===== config.mk =====
export PLATFORM = sky130hd
export DESIGN_NAME = hazard_scoreboard_flat
export DESIGN_NICKNAME = d
export VERILOG_FILES = /design/src/rtl/hazard_pkg.sv /design/src/rtl/hazard_scoreboard_if.sv /design/src/rtl/hazard_scoreboard_match.sv /design/src/rtl/hazard_scoreboard.sv /design/src/flat_wrapper.sv
export SDC_FILE = /design/constraint.sdc
export NUM_CORES = 1
export LEC_CHECK = 0
export ABC_AREA = 1
export BUFFER_PORTS_ARGS = -buffer_cell sky130_fd_sc_hd__clkbuf_2
export CORE_MARGIN = 2
export CORE_UTILIZATION = 55
export DETAILED_ROUTE_END_ITERATION = 10
export GPL_ROUTABILITY_DRIVEN = 0
export PLACE_DENSITY_LB_ADDON = 0.08
export SLEW_MARGIN = 20
export SYNTH_ARGS = -nofsm -noshare
export SYNTH_HDL_FRONTEND = slang
export SYNTH_SLANG_ARGS = --single-unit

===== constraint.sdc =====
create_clock -name clk -period 2.6 [get_ports clk]
set_clock_uncertainty 0.1 [all_clocks]
set_input_delay 0.26 -clock clk [delete_from_list [all_inputs] [get_ports clk]]
set_output_delay 0.26 -clock clk [all_outputs]
set_load 0.05 [all_outputs]

===== src/rtl/hazard_pkg.sv =====
// Shared opcodes, forwarding-select encodings and the in-flight write record
// used by the hazard scoreboard and its operand comparator.
package hazard_pkg;

    localparam logic [3:0] OP_NOP  = 4'd0;
    localparam logic [3:0] OP_ADDI = 4'd2;
    localparam logic [3:0] OP_LD   = 4'd10;
    localparam logic [3:0] OP_ST   = 4'd11;
    localparam logic [3:0] OP_BZ   = 4'd12;

    localparam int unsigned FWD_RF  = 0;
    localparam int unsigned FWD_EX  = 1;
    localparam int unsigned FWD_MEM = 2;
    localparam int unsigned FWD_WB  = 3;

    // Destination field is sized for the widest supported register file;
    // narrower addresses are stored zero-extended.
    localparam int unsigned REG_AW_MAX = 8;

    typedef struct packed {
        logic                  valid;
        logic [REG_AW_MAX-1:0] dest;
        logic                  is_ld;
    } inflight_t;

endpackage


===== src/rtl/hazard_scoreboard_if.sv =====
// ID-stage operand/control bundle and hazard results exchanged between the
// decode stage (master) and the hazard scoreboard (slave).
interface hazard_scoreboard_if #(
    parameter int unsigned REG_AW = 3,
    parameter int unsigned OP_W   = 4,
    parameter int unsigned CNT_W  = 16,
    parameter int unsigned SEL_W  = 2
);
    logic              id_valid;
    logic [OP_W-1:0]   id_opcode;
    logic [REG_AW-1:0] id_src1;
    logic [REG_AW-1:0] id_src2;
    logic              id_use1;
    logic              id_use2;
    logic [REG_AW-1:0] id_dest;
    logic              id_wr;
    logic              freeze;
    logic              flush;
    logic              cnt_clr;
    logic              stall;
    logic [SEL_W-1:0]  fwd_sel1;
    logic [SEL_W-1:0]  fwd_sel2;
    logic [CNT_W-1:0]  stall_cnt;

    modport master (
        output id_valid, id_opcode, id_src1, id_src2, id_use1, id_use2,
               id_dest, id_wr, freeze, flush, cnt_clr,
        input  stall, fwd_sel1, fwd_sel2, stall_cnt
    );

    modport slave (
        input  id_valid, id_opcode, id_src1, id_src2, id_use1, id_use2,
               id_dest, id_wr, freeze, flush, cnt_clr,
        output stall, fwd_sel1, fwd_sel2, stall_cnt
    );

endinterface


===== src/rtl/hazard_scoreboard_match.sv =====
// Single-operand comparator: flags every in-flight stage writing the operand
// and reports the youngest such stage (0 = register file).
module hazard_match
    import hazard_pkg::*;
#(
    parameter int unsigned REG_AW     = 3,
    parameter int unsigned PIPE_DEPTH = 3,
    parameter int unsigned SEL_W      = 2
) (
    input  logic              i_use,
    input  logic [REG_AW-1:0] i_src,
    input  inflight_t         i_ent [1:PIPE_DEPTH],
    output logic [PIPE_DEPTH:1] o_hit,
    output logic [SEL_W-1:0]  o_youngest
);

    always_comb begin
        o_hit      = '0;
        o_youngest = SEL_W'(FWD_RF);
        // Scan oldest to youngest so the last hit written is the youngest.
        for (int unsigned k = PIPE_DEPTH; k >= 1; k--) begin
            if (i_use && (i_src != '0) && i_ent[k].valid &&
                (i_ent[k].dest == REG_AW_MAX'(i_src))) begin
                o_hit[k]   = 1'b1;
                o_youngest = SEL_W'(k);
            end
        end
    end

endmodule


===== src/rtl/hazard_scoreboard.sv =====
// Self-tracking hazard unit: shifts a record of in-flight register writes
// down the pipeline and derives stall, forwarding selects and a stall counter.
module hazard_scoreboard
    import hazard_pkg::*;
#(
    parameter int unsigned REG_AW     = 3,
    parameter int unsigned PIPE_DEPTH = 3,
    parameter int unsigned OP_W       = 4,
    parameter int unsigned OP_NOP     = 0,
    parameter int unsigned OP_LD      = 10,
    parameter int unsigned OP_BZ      = 12,
    parameter int unsigned FWD_EN     = 1,
    parameter int unsigned CNT_W      = 16,
    parameter int unsigned SEL_W      = $clog2(PIPE_DEPTH + 1)
) (
    input logic clk,
    input logic rst,
    hazard_scoreboard_if.slave bus
);

    inflight_t          r_ent [1:PIPE_DEPTH];
    logic [CNT_W-1:0]   r_cnt;

    logic [PIPE_DEPTH:1] w_hit1;
    logic [PIPE_DEPTH:1] w_hit2;
    logic [PIPE_DEPTH:1] w_any;
    logic [SEL_W-1:0]    w_sel1;
    logic [SEL_W-1:0]    w_sel2;
    logic                w_is_nop;
    logic                w_is_bz;
    logic                w_raw;
    logic                w_stall;

    hazard_match #(
        .REG_AW     (REG_AW),
        .PIPE_DEPTH (PIPE_DEPTH),
        .SEL_W      (SEL_W)
    ) u_match1 (
        .i_use      (bus.id_use1),
        .i_src      (bus.id_src1),
        .i_ent      (r_ent),
        .o_hit      (w_hit1),
        .o_youngest (w_sel1)
    );

    hazard_match #(
        .REG_AW     (REG_AW),
        .PIPE_DEPTH (PIPE_DEPTH),
        .SEL_W      (SEL_W)
    ) u_match2 (
        .i_use      (bus.id_use2),
        .i_src      (bus.id_src2),
        .i_ent      (r_ent),
        .o_hit      (w_hit2),
        .o_youngest (w_sel2)
    );

    always_comb begin
        w_any    = w_hit1 | w_hit2;
        w_is_nop = (bus.id_opcode == OP_W'(OP_NOP));
        w_is_bz  = (bus.id_opcode == OP_W'(OP_BZ));
        if (FWD_EN != 0) begin
            // Load-use, branch vs any EX writer, branch vs load in MEM.
            w_raw = (!w_is_nop && !w_is_bz && w_any[1] && r_ent[1].is_ld) ||
                    (w_is_bz && w_any[1]) ||
                    (w_is_bz && w_any[2] && r_ent[2].is_ld);
        end else begin
            w_raw = |w_any;
        end
        w_stall = bus.id_valid && !bus.flush && w_raw;

        bus.stall     = w_stall;
        bus.fwd_sel1  = SEL_W'(FWD_RF);
        bus.fwd_sel2  = SEL_W'(FWD_RF);
        bus.stall_cnt = r_cnt;
        if ((FWD_EN != 0) && bus.id_valid && !w_stall) begin
            bus.fwd_sel1 = w_sel1;
            bus.fwd_sel2 = w_sel2;
        end
    end

    always_ff @(posedge clk) begin
        if (rst) begin
            for (int unsigned k = 1; k <= PIPE_DEPTH; k++) begin
                r_ent[k] <= '0;
            end
        end else if (!bus.freeze) begin
            for (int unsigned k = 2; k <= PIPE_DEPTH; k++) begin
                r_ent[k] <= r_ent[k-1];
            end
            // A stalled or flushed ID instruction enters EX as a bubble.
            r_ent[1].valid <= bus.id_valid && bus.id_wr && (bus.id_dest != '0) &&
                              !w_stall && !bus.flush;
            r_ent[1].dest  <= REG_AW_MAX'(bus.id_dest);
            r_ent[1].is_ld <= (bus.id_opcode == OP_W'(OP_LD));
        end
    end

    always_ff @(posedge clk) begin
        if (rst) begin
            r_cnt <= '0;
        end else if (bus.cnt_clr) begin
            r_cnt <= '0;
        end else if (w_stall && !bus.freeze && (r_cnt != '1)) begin
            r_cnt <= r_cnt + 1'b1;
        end
    end

endmodule


===== src/flat_wrapper.sv =====
// flat-port wrapper written by rule: the top's interface ports become plain ports
module hazard_scoreboard_flat import hazard_pkg::*;
#(
    parameter int unsigned REG_AW     = 3,
    parameter int unsigned PIPE_DEPTH = 3,
    parameter int unsigned OP_W       = 4,
    parameter int unsigned OP_NOP     = 0,
    parameter int unsigned OP_LD      = 10,
    parameter int unsigned OP_BZ      = 12,
    parameter int unsigned FWD_EN     = 1,
    parameter int unsigned CNT_W      = 16,
    parameter int unsigned SEL_W      = $clog2(PIPE_DEPTH + 1)
)
  (clk, rst, bus_id_valid, bus_id_opcode, bus_id_src1, bus_id_src2, bus_id_use1, bus_id_use2, bus_id_dest, bus_id_wr, bus_freeze, bus_flush, bus_cnt_clr, bus_stall, bus_fwd_sel1, bus_fwd_sel2, bus_stall_cnt);
  hazard_scoreboard_if #(.REG_AW(REG_AW), .OP_W(OP_W), .CNT_W(CNT_W), .SEL_W(SEL_W)) bus_i ();
  input logic clk;
  input logic rst;
  input wire logic [$bits(bus_i.id_valid)-1:0] bus_id_valid;
  input wire logic [$bits(bus_i.id_opcode)-1:0] bus_id_opcode;
  input wire logic [$bits(bus_i.id_src1)-1:0] bus_id_src1;
  input wire logic [$bits(bus_i.id_src2)-1:0] bus_id_src2;
  input wire logic [$bits(bus_i.id_use1)-1:0] bus_id_use1;
  input wire logic [$bits(bus_i.id_use2)-1:0] bus_id_use2;
  input wire logic [$bits(bus_i.id_dest)-1:0] bus_id_dest;
  input wire logic [$bits(bus_i.id_wr)-1:0] bus_id_wr;
  input wire logic [$bits(bus_i.freeze)-1:0] bus_freeze;
  input wire logic [$bits(bus_i.flush)-1:0] bus_flush;
  input wire logic [$bits(bus_i.cnt_clr)-1:0] bus_cnt_clr;
  output wire logic [$bits(bus_i.stall)-1:0] bus_stall;
  output wire logic [$bits(bus_i.fwd_sel1)-1:0] bus_fwd_sel1;
  output wire logic [$bits(bus_i.fwd_sel2)-1:0] bus_fwd_sel2;
  output wire logic [$bits(bus_i.stall_cnt)-1:0] bus_stall_cnt;
  assign bus_i.id_valid = bus_id_valid;
  assign bus_i.id_opcode = bus_id_opcode;
  assign bus_i.id_src1 = bus_id_src1;
  assign bus_i.id_src2 = bus_id_src2;
  assign bus_i.id_use1 = bus_id_use1;
  assign bus_i.id_use2 = bus_id_use2;
  assign bus_i.id_dest = bus_id_dest;
  assign bus_i.id_wr = bus_id_wr;
  assign bus_i.freeze = bus_freeze;
  assign bus_i.flush = bus_flush;
  assign bus_i.cnt_clr = bus_cnt_clr;
  assign bus_stall = bus_i.stall;
  assign bus_fwd_sel1 = bus_i.fwd_sel1;
  assign bus_fwd_sel2 = bus_i.fwd_sel2;
  assign bus_stall_cnt = bus_i.stall_cnt;
  hazard_scoreboard #(.REG_AW(REG_AW), .PIPE_DEPTH(PIPE_DEPTH), .OP_W(OP_W), .OP_NOP(OP_NOP), .OP_LD(OP_LD), .OP_BZ(OP_BZ), .FWD_EN(FWD_EN), .CNT_W(CNT_W), .SEL_W(SEL_W)) u_core (.clk(clk), .rst(rst), .bus(bus_i));
endmodule

==> results of run 1 <==
-- worst reg2reg max path, stage by stage, from the launching register on --
cell                      delay (ps)
sky130_fd_sc_hd__dfxtp_1         350
sky130_fd_sc_hd__ha_1            260
sky130_fd_sc_hd__nand2_2         120
sky130_fd_sc_hd__nor2_4           50
sky130_fd_sc_hd__nand3_1          80
sky130_fd_sc_hd__nor2_1           50
sky130_fd_sc_hd__a21oi_2         390
sky130_fd_sc_hd__nand3_4         270
sky130_fd_sc_hd__nand2_1         130
sky130_fd_sc_hd__a21oi_1          70
-- placed cells by master, fill, tap and decap left out, types with 2 or more instances in the layout --
| cell type | synthesis | final |
|---|---|---|
| sky130_fd_sc_hd__a21oi_1 | 22 | 22 |
| sky130_fd_sc_hd__nand3_1 | 16 | 16 |
| sky130_fd_sc_hd__buf_4 | 0 | 3 |
| sky130_fd_sc_hd__nand3_2 | 2 | 2 |
| sky130_fd_sc_hd__nand2_2 | 2 | 2 |
| sky130_fd_sc_hd__a21oi_2 | 2 | 2 |
| sky130_fd_sc_hd__clkbuf_4 | 0 | 5 |
| sky130_fd_sc_hd__dfxtp_1 | 30 | 30 |
| sky130_fd_sc_hd__nor2_2 | 3 | 3 |
| sky130_fd_sc_hd__nand4_1 | 17 | 17 |
| sky130_fd_sc_hd__nor3_1 | 6 | 6 |
| sky130_fd_sc_hd__nor2_1 | 45 | 45 |
| sky130_fd_sc_hd__nand2_1 | 93 | 93 |
| sky130_fd_sc_hd__clkbuf_2 | 0 | 42 |
| sky130_fd_sc_hd__inv_1 | 30 | 30 |
| sky130_fd_sc_hd__a211oi_1 | 9 | 9 |
| sky130_fd_sc_hd__xor2_1 | 12 | 12 |
| sky130_fd_sc_hd__xnor2_1 | 3 | 3 |
-- cell families (layout without fill, tap and decap cells) --
kind of cell | after synthesis | count (layout)
and+or+nand+nor | 188 | 188
buffers and inverters | 39 | 82
AOI/OAI and AO/OA | 35 | 35
DFF | 30 | 30
xor gates and xnor gates | 15 | 15
adders and majority gates | 1 | 1
-- cell usage after synthesis --
cell                       instances
sky130_fd_sc_hd__nand3_2           2
sky130_fd_sc_hd__o21ai_0           1
sky130_fd_sc_hd__nand2_4           1
sky130_fd_sc_hd__nor2_1           45
sky130_fd_sc_hd__nor4_1            1
sky130_fd_sc_hd__xor2_1           12
sky130_fd_sc_hd__ha_1              1
sky130_fd_sc_hd__inv_1            30
sky130_fd_sc_hd__buf_2             1
sky130_fd_sc_hd__buf_6             2
sky130_fd_sc_hd__inv_2             1
sky130_fd_sc_hd__nor3_1            6
sky130_fd_sc_hd__a21oi_1          22
sky130_fd_sc_hd__nor2_4            1
sky130_fd_sc_hd__a211oi_1          9
sky130_fd_sc_hd__nand4_1          17
sky130_fd_sc_hd__clkbuf_1          5
sky130_fd_sc_hd__xnor2_1           3
sky130_fd_sc_hd__nand2_1          93
sky130_fd_sc_hd__nand3_4           1
sky130_fd_sc_hd__nand2_2           2
sky130_fd_sc_hd__nor2_2            3
sky130_fd_sc_hd__a21boi_1          1
sky130_fd_sc_hd__nand3_1          16
sky130_fd_sc_hd__a21oi_2           2
sky130_fd_sc_hd__dfxtp_1          30
-- flip-flops by register name, summed over array words and instances, names as in the netlist --
name                  count
u_core.bus.stall_cnt     16
u_core.r_ent             14
-- metal layers --
layer | GRT usage [%] | part of all wire (%) | vias to the layer above
li1 | - | - | 1091
met3 | 5.179 | 8.3 | 5
met2 | 36.84 | 40 | 77
met4 | 8.152 | 0.99 | 0
met5 | 0 | 0 | -
met1 | 37.46 | 50 | 900
-- stage by stage --
step	util (%)	total power, mW	instances
3_3_place_gp	64.92	0.5996	390
5_1_grt	66.67	0.9070	397
3_5_place_dp	64.92	0.6011	390
6_report	66.67	0.8673	397
2_1_floorplan	-	0.5590	308
4_1_cts	66.44	0.8738	396
-- cell type report --
class                   count  share of cell area (%)
multi-input cells         239                   52.79
well taps                  46                   2.567
clock buffers               6                   2.288
flip-flops and latches     30                   26.79
inverters                  31                   5.190
repair buffers             45                   10.38
-- power breakdown --
group	total (mW)	internal (mW)	switching, mW
Combinational	0.110	0.0390	0.0714
Clock	0.277	0.122	0.155
Sequential	0.480	0.470	0.0104
Total	0.867	0.631	0.237
-- how the worst max path moves through the flow --
stage,startpoint,to,slack [ps],cells past startpoint
6_report,u_core.r_ent[21],bus_fwd_sel1[0],340,12
5_1_grt,u_core.r_ent[22],bus_fwd_sel2[0],130,11
4_1_cts,u_core.r_ent[21],bus_fwd_sel1[0],180,12
3_5_place_dp,bus_id_src2[2],bus_fwd_sel1[0],500,11
3_3_place_gp,bus_id_src2[1],bus_fwd_sel1[0],540,11
2_1_floorplan,bus_id_src2[1],bus_fwd_sel1[0],440,11
==> impl_results.rst, run 1 <==
.. list-table::
   :header-rows: 1

   * - Metric
     - Value
   * - Final-report max-slew violation count
     - 0
   * - Routed vias/inst
     - 5.222
   * - Global-route usage over all layers
     - 25.44%
   * - Xor/xnor share of the synthesized area
     - 6.748%
   * - Status
     - finished clean
   * - Final Worst Setup Slack
     - 340.5 ps
   * - Hold Violations, Final
     - 0
   * - Type of the worst setup path
     - register to primary output
   * - Number of I/O pins
     - 43
   * - Post-Syn Area
     - 1947 µm²
   * - First-pass detailed-route iteration total
     - 4
   * - Basic-gate share of the synthesized area counting and, or, nand and nor cells
     - 42.74%
   * - Syn Inst Count
     - 308
   * - Post-route cell area
     - 2242 µm²
   * - Power per standard cell area
     - 386.8 nW/µm²
   * - Crit path DAT
     - 1900 ps
   * - Unrepaired setup endpoints after global routing
     - false
   * - Hold slack
     - 73.04 ps
   * - Count of fill cells added during filler insertion
     - 343
   * - Final critical path time including I/O delays and setup
     - 2259 ps
   * - Max FO, Critical Path
     - 4
   * - Worst slew margin
     - 68.41%
   * - Peak VDD IR
     - 0.2311 mV
   * - WP data required
     - 2240 ps
   * - Endpoint with the worst hold slack
     - u_core.r_ent[22]
   * - Number of inserted diodes
     - 0
   * - # port buffers
     - 42
   * - Setup slack of the most critical reg-to-reg path
     - 610 ps
   * - Share of Yosys cell area claimed by the top area cell type
     - 30.85%
   * - Clock sink count
     - 30
   * - Die span in y
     - 63.50 µm
   * - Top cells by area, synth
     - sky130_fd_sc_hd__dfxtp_1 31%, sky130_fd_sc_hd__nand2_1 18%, sky130_fd_sc_hd__nor2_1 8.7%
   * - Count of antenna-violating nets left after detailed routing
     - 0
   * - Post-synthesis register bit count
     - 30
   * - Slowest-stage cell, CP
     - sky130_fd_sc_hd__dfxtp_1
   * - DRC marker count from the first detailed-route iteration
     - 162
   * - Largest net degree at the start of global routing
     - 25
   * - Setup TNS after final layout
     - 0 ps
   * - First-pass GRT wire length
     - 8155 µm
   * - Leading area contributor after synthesis
     - sky130_fd_sc_hd__dfxtp_1
   * - Complex-gate fraction of the synthesized area
     - 10.67%
   * - Pre-CTS WS
     - 500.1 ps
   * - Sequential cell area fraction in the yosys report
     - 30.85%
   * - DIE AREA
     - 4032 µm²
   * - Clk buf depth
     - 2
   * - End of the worst register-to-register path
     - u_core.bus.stall_cnt[3]
   * - Synth-to-layout area growth
     - 15.17%
   * - Maximum clock frequency
     - 442.6 MHz
   * - Length in cells of the worst reg-to-reg path
     - 9
   * - Cell area after placement
     - 2183 µm²
   * - Post-detailed-routing wire length
     - 4630 µm
   * - Setup crit start kind
     - register
   * - Multi-input gate area
     - 1184 µm²
   * - Most used cell along the critical path
     - sky130_fd_sc_hd__nand2_1
   * - Core area
     - 3363 µm²
   * - Post-cts sizing count
     - 0
   * - Sequence of cells on the critical path
     - inv_1 > nand2_1 > nand2_1 > nor2_1 > nand3_1 > nand2_1 > nand2_2 > nand2_4 > nand2_1 > nand2_1 > a21oi_1 > clkbuf_2
   * - Number of H-tree branching levels
     - 2
   * - Total number of vias
     - 2073
   * - Final layout net count
     - 375
   * - Main combinational cell family by area after synthesis
     - simple AND/OR/NAND/NOR gates
   * - Leakage power summed over all cells
     - 0.9836 nW
   * - Fraction of final layout cells sized beyond drive strength 1
     - 18.23%
   * - Initial antenna violation count
     - 0
   * - Worst Hold Launch
     - bus_id_dest[1]
   * - Cts-stage hold buffer count
     - 0
   * - Share of synthesized area spent on multiplexers
     - 0%
   * - Cell variety after synth
     - 26
   * - Number of global-route vias before repair
     - 1817
   * - Horiz. Die Dim
     - 63.50 µm
   * - Later-pin clock latency in the skew report
     - 330 ps
   * - Number of buffers added by the clock tree synthesis step
     - 5
   * - CP peak stage delay
     - 390 ps
   * - Kind of capture point of the worst setup path
     - primary output
   * - Wire length per cell
     - 11.66 µm
   * - CTS tree
     - built
   * - Root Buffer
     - sky130_fd_sc_hd__clkbuf_4
   * - Mean instance size in the synthesized netlist
     - 6.321 µm²
   * - Number of failing setup endpoints in the final timing report
     - 0
   * - Max_cap viols
     - 0
   * - Top delay family on crit path
     - simple AND/OR/NAND/NOR gates
   * - Clock Pin Slew Worst Setup and Hold Paths
     - 80 ps
   * - Storage element area
     - 600.6 µm²
   * - DP HPWL
     - 3575 µm
   * - Slew at the pin closest to its max-slew limit
     - 470.3 ps
   * - Buffer and inverter count on the worst path
     - 2
   * - WHS Path Cells
     - 3
   * - Number of remaining DRC errors
     - 0
   * - Site row count
     - 21
   * - Share of the clock period used by the worst path
     - 86.90%
   * - Reg-to-reg startpoint
     - u_core.bus.stall_cnt[0]
   * - Number of buffers inserted by post-CTS setup repair
     - 0
   * - Sum of overflow across all layers after global routing
     - 0
   * - Adder-cell share of the synthesized area
     - 0.6427%
   * - Yosys warning count
     - 0
   * - Initial Util
     - 57.89%
   * - Classification of the worst-slack hold path
     - primary input to register
   * - Mapped Nets
     - 331
Note: power is estimated with default switching activity, not from simulation.
==> run 2: changes to the inputs <==
--- a/config.mk
+++ b/config.mk
@@ -7,7 +7,7 @@
 export LEC_CHECK = 0
 export ABC_AREA = 1
 export BUFFER_PORTS_ARGS = -buffer_cell sky130_fd_sc_hd__clkbuf_2
-export CORE_MARGIN = 2
+export CORE_MARGIN = 1
 export CORE_UTILIZATION = 55
 export DETAILED_ROUTE_END_ITERATION = 10
 export GPL_ROUTABILITY_DRIVEN = 0
==> run 2 against run 1 <==
Against the previous run:
- register-to-register slack got worse by 40 ps
- final cell count is 0.25% higher
- maximum frequency fell by 6.2%
- via count grew 2.0%
- largest cell class unchanged
==> impl_results.rst, run 2 (synthesis gave the netlist of run 1 again) <==
.. list-table::
   :header-rows: 1

   * - Metric
     - Value
   * - Status
     - finished clean (unchanged)
   * - Most used cell along the critical path
     - sky130_fd_sc_hd__nand2_1 (unchanged)
   * - WP data required
     - 2240 ps (about the same)
   * - First-pass detailed-route iteration total
     - 5 (was 4)
   * - DRC marker count from the first detailed-route iteration
     - 205 (was 162)
   * - Share of the clock period used by the worst path
     - 92.68% (was 86.90%)
   * - Met3 GRT Util
     - 8.403% (was 5.179%)
   * - Largest net degree at the start of global routing
     - 25 (unchanged)
   * - Final critical path time including I/O delays and setup
     - 2410 ps (was 2259 ps)
   * - Routed vias/inst
     - 5.312 (was 5.222)
   * - Number of remaining DRC errors
     - 0 (unchanged)
   * - Setup slack of the most critical reg-to-reg path
     - 570 ps (was 610 ps)
   * - Count of antenna-violating nets left after detailed routing
     - 0 (unchanged)
   * - Wire length per cell
     - 11.78 µm (was 11.66 µm)
   * - Hold Violations, Final
     - 0 (unchanged)
   * - Power per standard cell area
     - 416.3 nW/µm² (was 386.8 nW/µm²)
   * - Number of failing setup endpoints in the final timing report
     - 0 (unchanged)
   * - Initial Util
     - 57.89% (unchanged)
   * - Sum of overflow across all layers after global routing
     - 0 (unchanged)
   * - Commonest cells after routing, fill and taps aside
     - 93 x sky130_fd_sc_hd__nand2_1, 45 x sky130_fd_sc_hd__nor2_1, 38 x sky130_fd_sc_hd__clkbuf_2 (was 93 x sky130_fd_sc_hd__nand2_1, 45 x sky130_fd_sc_hd__nor2_1, 42 x sky130_fd_sc_hd__clkbuf_2)
   * - Slowest-stage cell, CP
     - sky130_fd_sc_hd__dfxtp_1 (unchanged)
   * - Clock sink count
     - 30 (unchanged)
   * - Kind of capture point of the worst setup path
     - primary output (unchanged)
   * - Number of I/O pins
     - 43 (unchanged)
   * - Endpoint with the worst hold slack
     - u_core.r_ent[22] (unchanged)
   * - CTS tree
     - built (unchanged)
   * - Max FO, Critical Path
     - 16 (was 4)
   * - Leakage power summed over all cells
     - 0.9948 nW (was 0.9836 nW)
   * - Largest register FFs
     - 16 (unchanged)
   * - Worst Hold Launch
     - bus_id_dest[1] (unchanged)
   * - Length in cells of the worst reg-to-reg path
     - 9 (unchanged)
   * - Commonest non-fill, non-tap cell in the layout
     - sky130_fd_sc_hd__nand2_1 (unchanged)
   * - Site row count
     - 21 (unchanged)
   * - Clk buf depth
     - 2 (unchanged)
   * - # port buffers
     - 42 (unchanged)
   * - Critical Path Start
     - u_core.r_ent[21] (unchanged)
   * - First-pass GRT wire length
     - 7576 µm (was 8155 µm)
   * - Clock Pin Slew Worst Setup and Hold Paths
     - 90 ps (was 80 ps)
   * - WHS Path Cells
     - 3 (unchanged)
   * - Synth-to-layout area growth
     - 16.45% (was 15.17%)
   * - Initial antenna violation count
     - 0 (unchanged)
   * - Post-detailed-routing wire length
     - 4690 µm (was 4630 µm)
   * - Fraction of final layout cells sized beyond drive strength 1
     - 18.47% (was 18.23%)
   * - Cell area after placement
     - 2183 µm² (unchanged)
   * - Maximum clock frequency
     - 415.0 MHz (was 442.6 MHz)
   * - Number of inserted diodes
     - 0 (unchanged)
   * - DIE AREA
     - 3782 µm² (was 4032 µm²)
   * - Number of global-route vias before repair
     - 1657 (was 1817)
   * - Number of buffers added by the clock tree synthesis step
     - 5 (unchanged)
   * - Post-route cell area
     - 2267 µm² (was 2242 µm²)
   * - Global-route usage over all layers
     - 27.56% (was 25.44%)
   * - Reg-to-reg startpoint
     - u_core.bus.stall_cnt[0] (unchanged)
   * - Setup crit start kind
     - register (unchanged)
   * - CP peak stage delay
     - 400 ps (was 390 ps)
   * - Number of H-tree branching levels
     - 2 (unchanged)
   * - Max_cap viols
     - 0 (unchanged)
   * - Sequence of cells on the critical path
     - inv_1 > nand2_1 > nand2_1 > nor2_1 > nand3_1 > nand2_1 > nand2_2 > nand2_4 > nand2_1 > nand2_1 > a21oi_1 > clkbuf_4 (was inv_1 > nand2_1 > nand2_1 > nor2_1 > nand3_1 > nand2_1 > nand2_2 > nand2_4 > nand2_1 > nand2_1 > a21oi_1 > clkbuf_2)
   * - Total number of vias
     - 2114 (was 2073)
   * - Worst slew margin
     - 67.43% (was 68.41%)
   * - Crit path DAT
     - 2050 ps (was 1900 ps)
   * - Die span in y
     - 61.50 µm (was 63.50 µm)
   * - Number of buffers inserted by post-CTS setup repair
     - 0 (unchanged)
   * - Hold slack
     - 61.70 ps (was 73.04 ps)
   * - Final layout net count
     - 374 (was 375)
   * - Classification of the worst-slack hold path
     - primary input to register (unchanged)
   * - Grt met2 use
     - 37.33% (was 36.84%)
   * - Horiz. Die Dim
     - 61.50 µm (was 63.50 µm)
   * - Setup TNS after final layout
     - 0 ps (unchanged)
   * - Later-pin clock latency in the skew report
     - 340 ps (was 330 ps)
   * - Layer with the highest usage
     - met1 (unchanged)
   * - Final-report max-slew violation count
     - 0 (unchanged)
   * - Met1 GRT Util
     - 41.74% (was 37.46%)
   * - Unrepaired setup endpoints after global routing
     - true (was false)
   * - Core area
     - 3363 µm² (unchanged)
   * - Non-filler instance count after layout
     - 398 (was 397)
   * - Slew at the pin closest to its max-slew limit
     - 484.8 ps (was 470.3 ps)
   * - Root Buffer
     - sky130_fd_sc_hd__clkbuf_4 (unchanged)
   * - DP HPWL
     - 3557 µm (was 3575 µm)
   * - Type of the worst setup path
     - register to primary output (unchanged)
   * - Cells after DPL
     - 390 (unchanged)
   * - End of the worst register-to-register path
     - u_core.bus.stall_cnt[13] (was u_core.bus.stall_cnt[3])
   * - Peak VDD IR
     - 0.3241 mV (was 0.2311 mV)
## run 2: changes by cell type in the layout (fill, tap and decap cells not counted)
| cell | previous run | this run |
|---|---|---|
| sky130_fd_sc_hd__clkbuf_2 | 42 | 38 |
| sky130_fd_sc_hd__buf_2 | 0 | 2 |
| sky130_fd_sc_hd__clkbuf_4 | 5 | 7 |
| sky130_fd_sc_hd__clkbuf_8 | 1 | 3 |
| sky130_fd_sc_hd__buf_4 | 3 | 2 |
## run 2: worst max-delay path, delay by kind of cell, from the launching register on
kind	cells	cell delay [ps]
compound gates	1	60
flops	1	400
buf+inv	2	310
simple gates	9	950
## run 2: metrics by stage
step,worst slack (ps),utilization [%],power (mW)
floorplan,437.2,-,0.5590
global placement,537.1,64.92,0.5996
detailed placement,495.9,64.92,0.6011
CTS,138.6,67.26,0.9505
global route,-9.668,67.41,0.9877
finish,190.4,67.41,0.9439
## run 2: worst max path at each step
stage,cells after the start,slack (ps),end
floorplan,11,440,bus_fwd_sel1[0]
global placement,11,540,bus_fwd_sel1[0]
detailed placement,13,500,bus_fwd_sel1[0]
CTS,12,140,bus_fwd_sel1[0]
global route,12,-10,bus_fwd_sel2[0]
finish,12,190,bus_fwd_sel1[0]
## run 2: timing repair
| action | CTS | global route |
|---|---|---|
| endpoints found under the setup margin | 0 | 4 |
| gates resized for setup | 0 | 6 |
| hold buffers | 0 | 0 |
| hold endpoints to repair | 0 | 0 |
## run 2: routing by layer
metal | wire length [µm] | vias up
met4 | 27 | 0
met3 | 372 | 4
met1 | 2353 | 933
met2 | 1936 | 86
met5 | 0 | -
li1 | - | 1091
## run 2: layout make-up
| type | count | area (µm²) |
|---|---|---|
| clock buffer | 8 | 78.83 |
| fill | 334 | 1096 |
| inverter | 31 | 116.4 |
| multi-input combinational | 239 | 1184 |
| sequential | 30 | 600.6 |
| tap | 46 | 57.56 |
| timing repair buffer | 44 | 230.2 |
## run 2: power by group
part	internal [mW]	leakage (nW)	switching, mW
Combinational	0.0391	0.706	0.0714
Sequential	0.470	0.244	0.0107
Clock	0.185	0.0446	0.168
Total	0.694	0.995	0.250
==> run 3: changes to the inputs <==
--- a/config.mk
+++ b/config.mk
@@ -5,13 +5,14 @@
 export SDC_FILE = /design/constraint.sdc
 export NUM_CORES = 1
 export LEC_CHECK = 0
-export ABC_AREA = 1
+export ABC_AREA = 0
 export BUFFER_PORTS_ARGS = -buffer_cell sky130_fd_sc_hd__clkbuf_2
 export CORE_MARGIN = 1
 export CORE_UTILIZATION = 55
 export DETAILED_ROUTE_END_ITERATION = 10
 export GPL_ROUTABILITY_DRIVEN = 0
 export PLACE_DENSITY_LB_ADDON = 0.08
+export SKIP_LAST_GASP = 1
 export SLEW_MARGIN = 20
 export SYNTH_ARGS = -nofsm -noshare
 export SYNTH_HDL_FRONTEND = slang
==> run 3 against run 2 <==
Against the previous run:
- flip-flop and latch count is the same
- non-clock buffer count grew 1
- register-to-register slack lost 140 ps
- sequential share of layout area grew 1.1 points
- critical path depth shrank 5
- cell area shrank 3.6%
- clock power shrank 17%
- die area shrank 2.5%
- synthesized cell count shrank 28%
- global-route usage shrank 2.8 points
- combinational power shrank 12%
==> impl_results.rst, run 3 <==
.. list-table::
   :header-rows: 1

   * - Metric
     - Value
   * - Slew at the pin closest to its max-slew limit
     - 609.8 ps (was 484.8 ps)
   * - First-pass detailed-route iteration total
     - 4 (was 5)
   * - Synth-to-layout area growth
     - 15.24% (was 16.45%)
   * - Storage element area
     - 603.1 µm² (was 600.6 µm²)
   * - # port buffers
     - 42 (unchanged)
   * - Clock Pin Slew Worst Setup and Hold Paths
     - 90 ps (about the same)
   * - Cell area after placement
     - 2116 µm² (was 2183 µm²)
   * - Cells after DPL
     - 301 (was 390)
   * - Proportion of register bits with asynchronous set or reset after synthesis
     - 0% (unchanged)
   * - Horiz. Die Dim
     - 60.73 µm (was 61.50 µm)
   * - Hold Violations, Final
     - 0 (unchanged)
   * - DP HPWL
     - 3271 µm (was 3557 µm)
   * - Sum of overflow across all layers after global routing
     - 0 (unchanged)
   * - Basic-gate share of the synthesized area counting and, or, nand and nor cells
     - 26.19% (was 42.74%)
   * - Most instantiated flip-flop cell in the synthesis netlist
     - sky130_fd_sc_hd__dfxtp_1 (unchanged)
   * - Number of global-route vias before repair
     - 1445 (was 1657)
   * - Kind of capture point of the worst setup path
     - primary output (unchanged)
   * - Number of inserted diodes
     - 0 (unchanged)
   * - WHS Path Cells
     - 3 (unchanged)
   * - Synth top cells by count
     - 30 x sky130_fd_sc_hd__dfxtp_1, 25 x sky130_fd_sc_hd__nor2_1, 24 x sky130_fd_sc_hd__nand2_1, 20 x sky130_fd_sc_hd__mux2i_1, 16 x sky130_fd_sc_hd__a21oi_1 (was 93 x sky130_fd_sc_hd__nand2_1, 45 x sky130_fd_sc_hd__nor2_1, 30 x sky130_fd_sc_hd__dfxtp_1, 30 x sky130_fd_sc_hd__inv_1, 22 x sky130_fd_sc_hd__a21oi_1)
   * - Die span in y
     - 60.73 µm (was 61.50 µm)
   * - Core area
     - 3153 µm² (was 3363 µm²)
   * - Total number of vias
     - 1744 (was 2114)
   * - End of the worst register-to-register path
     - u_core.bus.stall_cnt[6] (was u_core.bus.stall_cnt[13])
   * - Initial antenna violation count
     - 0 (unchanged)
   * - Leakage power summed over all cells
     - 0.7901 nW (was 0.9948 nW)
   * - Count of antenna-violating nets left after detailed routing
     - 0 (unchanged)
   * - Final Worst Setup Slack
     - 152.3 ps (was 190.4 ps)
   * - Mean instance size in the synthesized netlist
     - 8.544 µm² (was 6.321 µm²)
   * - Final layout net count
     - 287 (was 374)
   * - Post-synthesis register bit count
     - 30 (unchanged)
   * - Largest register FFs
     - 16 (unchanged)
   * - WP data required
     - 2240 ps (about the same)
   * - CTS tree
     - built (unchanged)
   * - Critical Path Start
     - u_core.r_ent[21] (unchanged)
   * - Post-route cell area
     - 2186 µm² (was 2267 µm²)
   * - Wire length per cell
     - 13.88 µm (was 11.78 µm)
   * - Count of fill cells added during filler insertion
     - 279 (was 334)
   * - Setup crit start kind
     - register (unchanged)
   * - Sequential cell area fraction in the yosys report
     - 31.66% (was 30.85%)
   * - Worst Hold Launch
     - bus_id_dest[1] (unchanged)
   * - Cts-stage hold buffer count
     - 0 (unchanged)
   * - Most frequent cell after synthesis
     - sky130_fd_sc_hd__dfxtp_1 (was sky130_fd_sc_hd__nand2_1)
   * - Xor/xnor share of the synthesized area
     - 8.641% (was 6.748%)
   * - Number of failing setup endpoints in the final timing report
     - 0 (unchanged)
   * - Pre-CTS WS
     - 241.9 ps (was 495.9 ps)
   * - Clock sink count
     - 30 (unchanged)
   * - Crit path DAT
     - 2090 ps (was 2050 ps)
   * - Number of remaining DRC errors
     - 0 (unchanged)
   * - Root Buffer
     - sky130_fd_sc_hd__clkbuf_4 (unchanged)
   * - Number of buffers added by the clock tree synthesis step
     - 5 (unchanged)
   * - Power per standard cell area
     - 396.9 nW/µm² (was 416.3 nW/µm²)
   * - Maximum clock frequency
     - 408.6 MHz (was 415.0 MHz)
   * - Final-report max-slew violation count
     - 0 (unchanged)
   * - Initial Util
     - 60.16% (was 57.89%)
   * - Yosys warning count
     - 0 (unchanged)
   * - Peak VDD IR
     - 0.3271 mV (was 0.3241 mV)
   * - Adder-cell share of the synthesized area
     - 0.6596% (was 0.6427%)
   * - Largest net degree at the start of global routing
     - 24 (was 25)
   * - Commonest cells after routing, fill and taps aside
     - 42 x sky130_fd_sc_hd__clkbuf_2, 28 x sky130_fd_sc_hd__dfxtp_1, 25 x sky130_fd_sc_hd__nor2_1 (was 93 x sky130_fd_sc_hd__nand2_1, 45 x sky130_fd_sc_hd__nor2_1, 38 x sky130_fd_sc_hd__clkbuf_2)
   * - Endpoint with the worst hold slack
     - u_core.r_ent[22] (unchanged)
   * - Non-filler instance count after layout
     - 309 (was 398)
   * - Multi-input gate area
     - 1212 µm² (was 1184 µm²)
   * - Share of the clock period used by the worst path
     - 94.14% (was 92.68%)
   * - DRC marker count from the first detailed-route iteration
     - 110 (was 205)
   * - Post-detailed-routing wire length
     - 4288 µm (was 4690 µm)
   * - Routed vias/inst
     - 5.644 (was 5.312)
   * - Cell variety after synth
     - 46 (was 26)
   * - Site row count
     - 20 (was 21)
   * - Classification of the worst-slack hold path
     - primary input to register (unchanged)
   * - Number of H-tree branching levels
     - 2 (unchanged)
   * - Main combinational cell family by area after synthesis
     - simple AND/OR/NAND/NOR gates (unchanged)
   * - Share of synthesized area spent on multiplexers
     - 10.55% (was 0%)
   * - Setup slack of the most critical reg-to-reg path
     - 430 ps (was 570 ps)
   * - Setup TNS after final layout
     - 0 ps (unchanged)
   * - Clk buf depth
     - 2 (unchanged)
   * - Later-pin clock latency in the skew report
     - 330 ps (was 340 ps)
   * - Status
     - finished clean (unchanged)
   * - Complex-gate fraction of the synthesized area
     - 17.68% (was 10.67%)
   * - DIE AREA
     - 3688 µm² (was 3782 µm²)
   * - Length in cells of the worst reg-to-reg path
     - 7 (was 9)
   * - Commonest non-fill, non-tap cell in the layout
     - sky130_fd_sc_hd__clkbuf_2 (was sky130_fd_sc_hd__nand2_1)
   * - Top cells by area, synth
     - sky130_fd_sc_hd__dfxtp_1 32%, sky130_fd_sc_hd__mux2i_1 11%, sky130_fd_sc_hd__xnor2_1 6.9% (was sky130_fd_sc_hd__dfxtp_1 31%, sky130_fd_sc_hd__nand2_1 18%, sky130_fd_sc_hd__nor2_1 8.7%)
   * - Leading area contributor after synthesis
     - sky130_fd_sc_hd__dfxtp_1 (unchanged)
   * - First-pass GRT wire length
     - 6665 µm (was 7576 µm)
   * - Fraction of final layout cells sized beyond drive strength 1
     - 27.55% (was 18.47%)
   * - Mapped Nets
     - 245 (was 331)
   * - Syn Inst Count
     - 222 (was 308)
   * - Final critical path time including I/O delays and setup
     - 2448 ps (was 2410 ps)
   * - Max FO, Critical Path
     - 6 (was 16)
   * - Reg-to-reg startpoint
     - u_core.bus.stall_cnt[0] (unchanged)
   * - Number of I/O pins
     - 43 (unchanged)
   * - Share of Yosys cell area claimed by the top area cell type
     - 31.66% (was 30.85%)
   * - Worst slew margin
     - 59.35% (was 67.43%)
   * - Global-route usage over all layers
     - 24.75% (was 27.56%)
   * - EDFF count, synth
     - 0 (unchanged)
   * - Type of the worst setup path
     - register to primary output (unchanged)
   * - Post-Syn Area
     - 1897 µm² (was 1947 µm²)
   * - Unrepaired setup endpoints after global routing
     - false (was true)
   * - Max_cap viols
     - 0 (unchanged)
==> run 3: cell count changes in the layout (fill, tap and decap cells not counted), sizes merged, moves of 4 or more <==
cell	previous run	this run
a2111o	0	4
a211oi	9	3
or3	0	7
nand3	19	10
xnor2	3	17
o21ai	1	6
inv	31	5
nand2	96	24
nor2	49	26
a21oi	24	16
xor2	12	0
nand4	17	11
nor3	6	1
mux2i	0	20
==> run 3: worst max-delay path, cell delays in order (launching register included) <==
cell                       delay (ps)
sky130_fd_sc_hd__dfxtp_1          450
sky130_fd_sc_hd__xnor2_1          110
sky130_fd_sc_hd__nand4_1          110
sky130_fd_sc_hd__nor2_2            80
sky130_fd_sc_hd__o21ai_1          220
sky130_fd_sc_hd__a21oi_2          120
sky130_fd_sc_hd__nor4b_1          330
sky130_fd_sc_hd__clkbuf_2         340
==> run 3: layout make-up <==
cell class / count / area share (%)
clock buffer: 6 / 2.347
tap: 44 / 2.519
inverter: 5 / 0.8586
clock inverter: 2 / 0.5724
multi-input combinational: 177 / 55.47
timing repair buffer: 45 / 10.65
sequential: 30 / 27.59
==> run 3: report_power, final <==
part	switching [mW]	leakage [nW]	internal, mW	total [mW]
Combinational	0.0510	0.512	0.0467	0.0977
Sequential	0.0100	0.243	0.466	0.476
Clock	0.165	0.0343	0.130	0.294
==> run 3: timing repair <==
item,4_1_cts,5_1_grt
buffers inserted,0,0
resized for setup,0,3
endpoints found under the setup margin,0,4
==> run 3: how the worst max path moves through the flow <==
stage | end | slack [ps] | depth (start not counted)
2_1_floorplan | bus_fwd_sel1[1] | -550 | 6
3_3_place_gp | bus_fwd_sel2[1] | 300 | 7
3_5_place_dp | bus_fwd_sel2[1] | 240 | 7
4_1_cts | bus_fwd_sel2[0] | 10 | 7
5_1_grt | bus_fwd_sel2[1] | 40 | 7
6_report | bus_fwd_sel2[1] | 150 | 7
==> run 3: kinds of logic (layout without fill, tap and decap cells) <==
kind of cell               count (synthesis)  count (layout)
and+or+nand+nor                           94              94
AOI/OAI and AO/OA                         45              45
DFF                                       30              30
muxes                                     20              20
xor gates and xnor gates                  17              17
buffers and inverters                     15              58
adders and majority gates                  1               1
==> run 3: stage by stage <==
stage	utilization [%]	power (mW)	hold slack (ps)
after floorplan	-	0.5489	303.9
after global placement	67.10	0.5808	374.9
after detailed placement	67.10	0.5827	380.3
after CTS	69.13	0.8752	73.05
after global routing	69.33	0.9049	80.53
final	69.33	0.8677	87.73
==> run 3: metal layers <==
metal,vias up,routed length [µm],global-route usage [%]
met1,809,2263,36.54
met4,0,19,8.442
met2,45,1808,35.79
li1,888,-,-
met3,2,196,5.117
met5,-,0,0
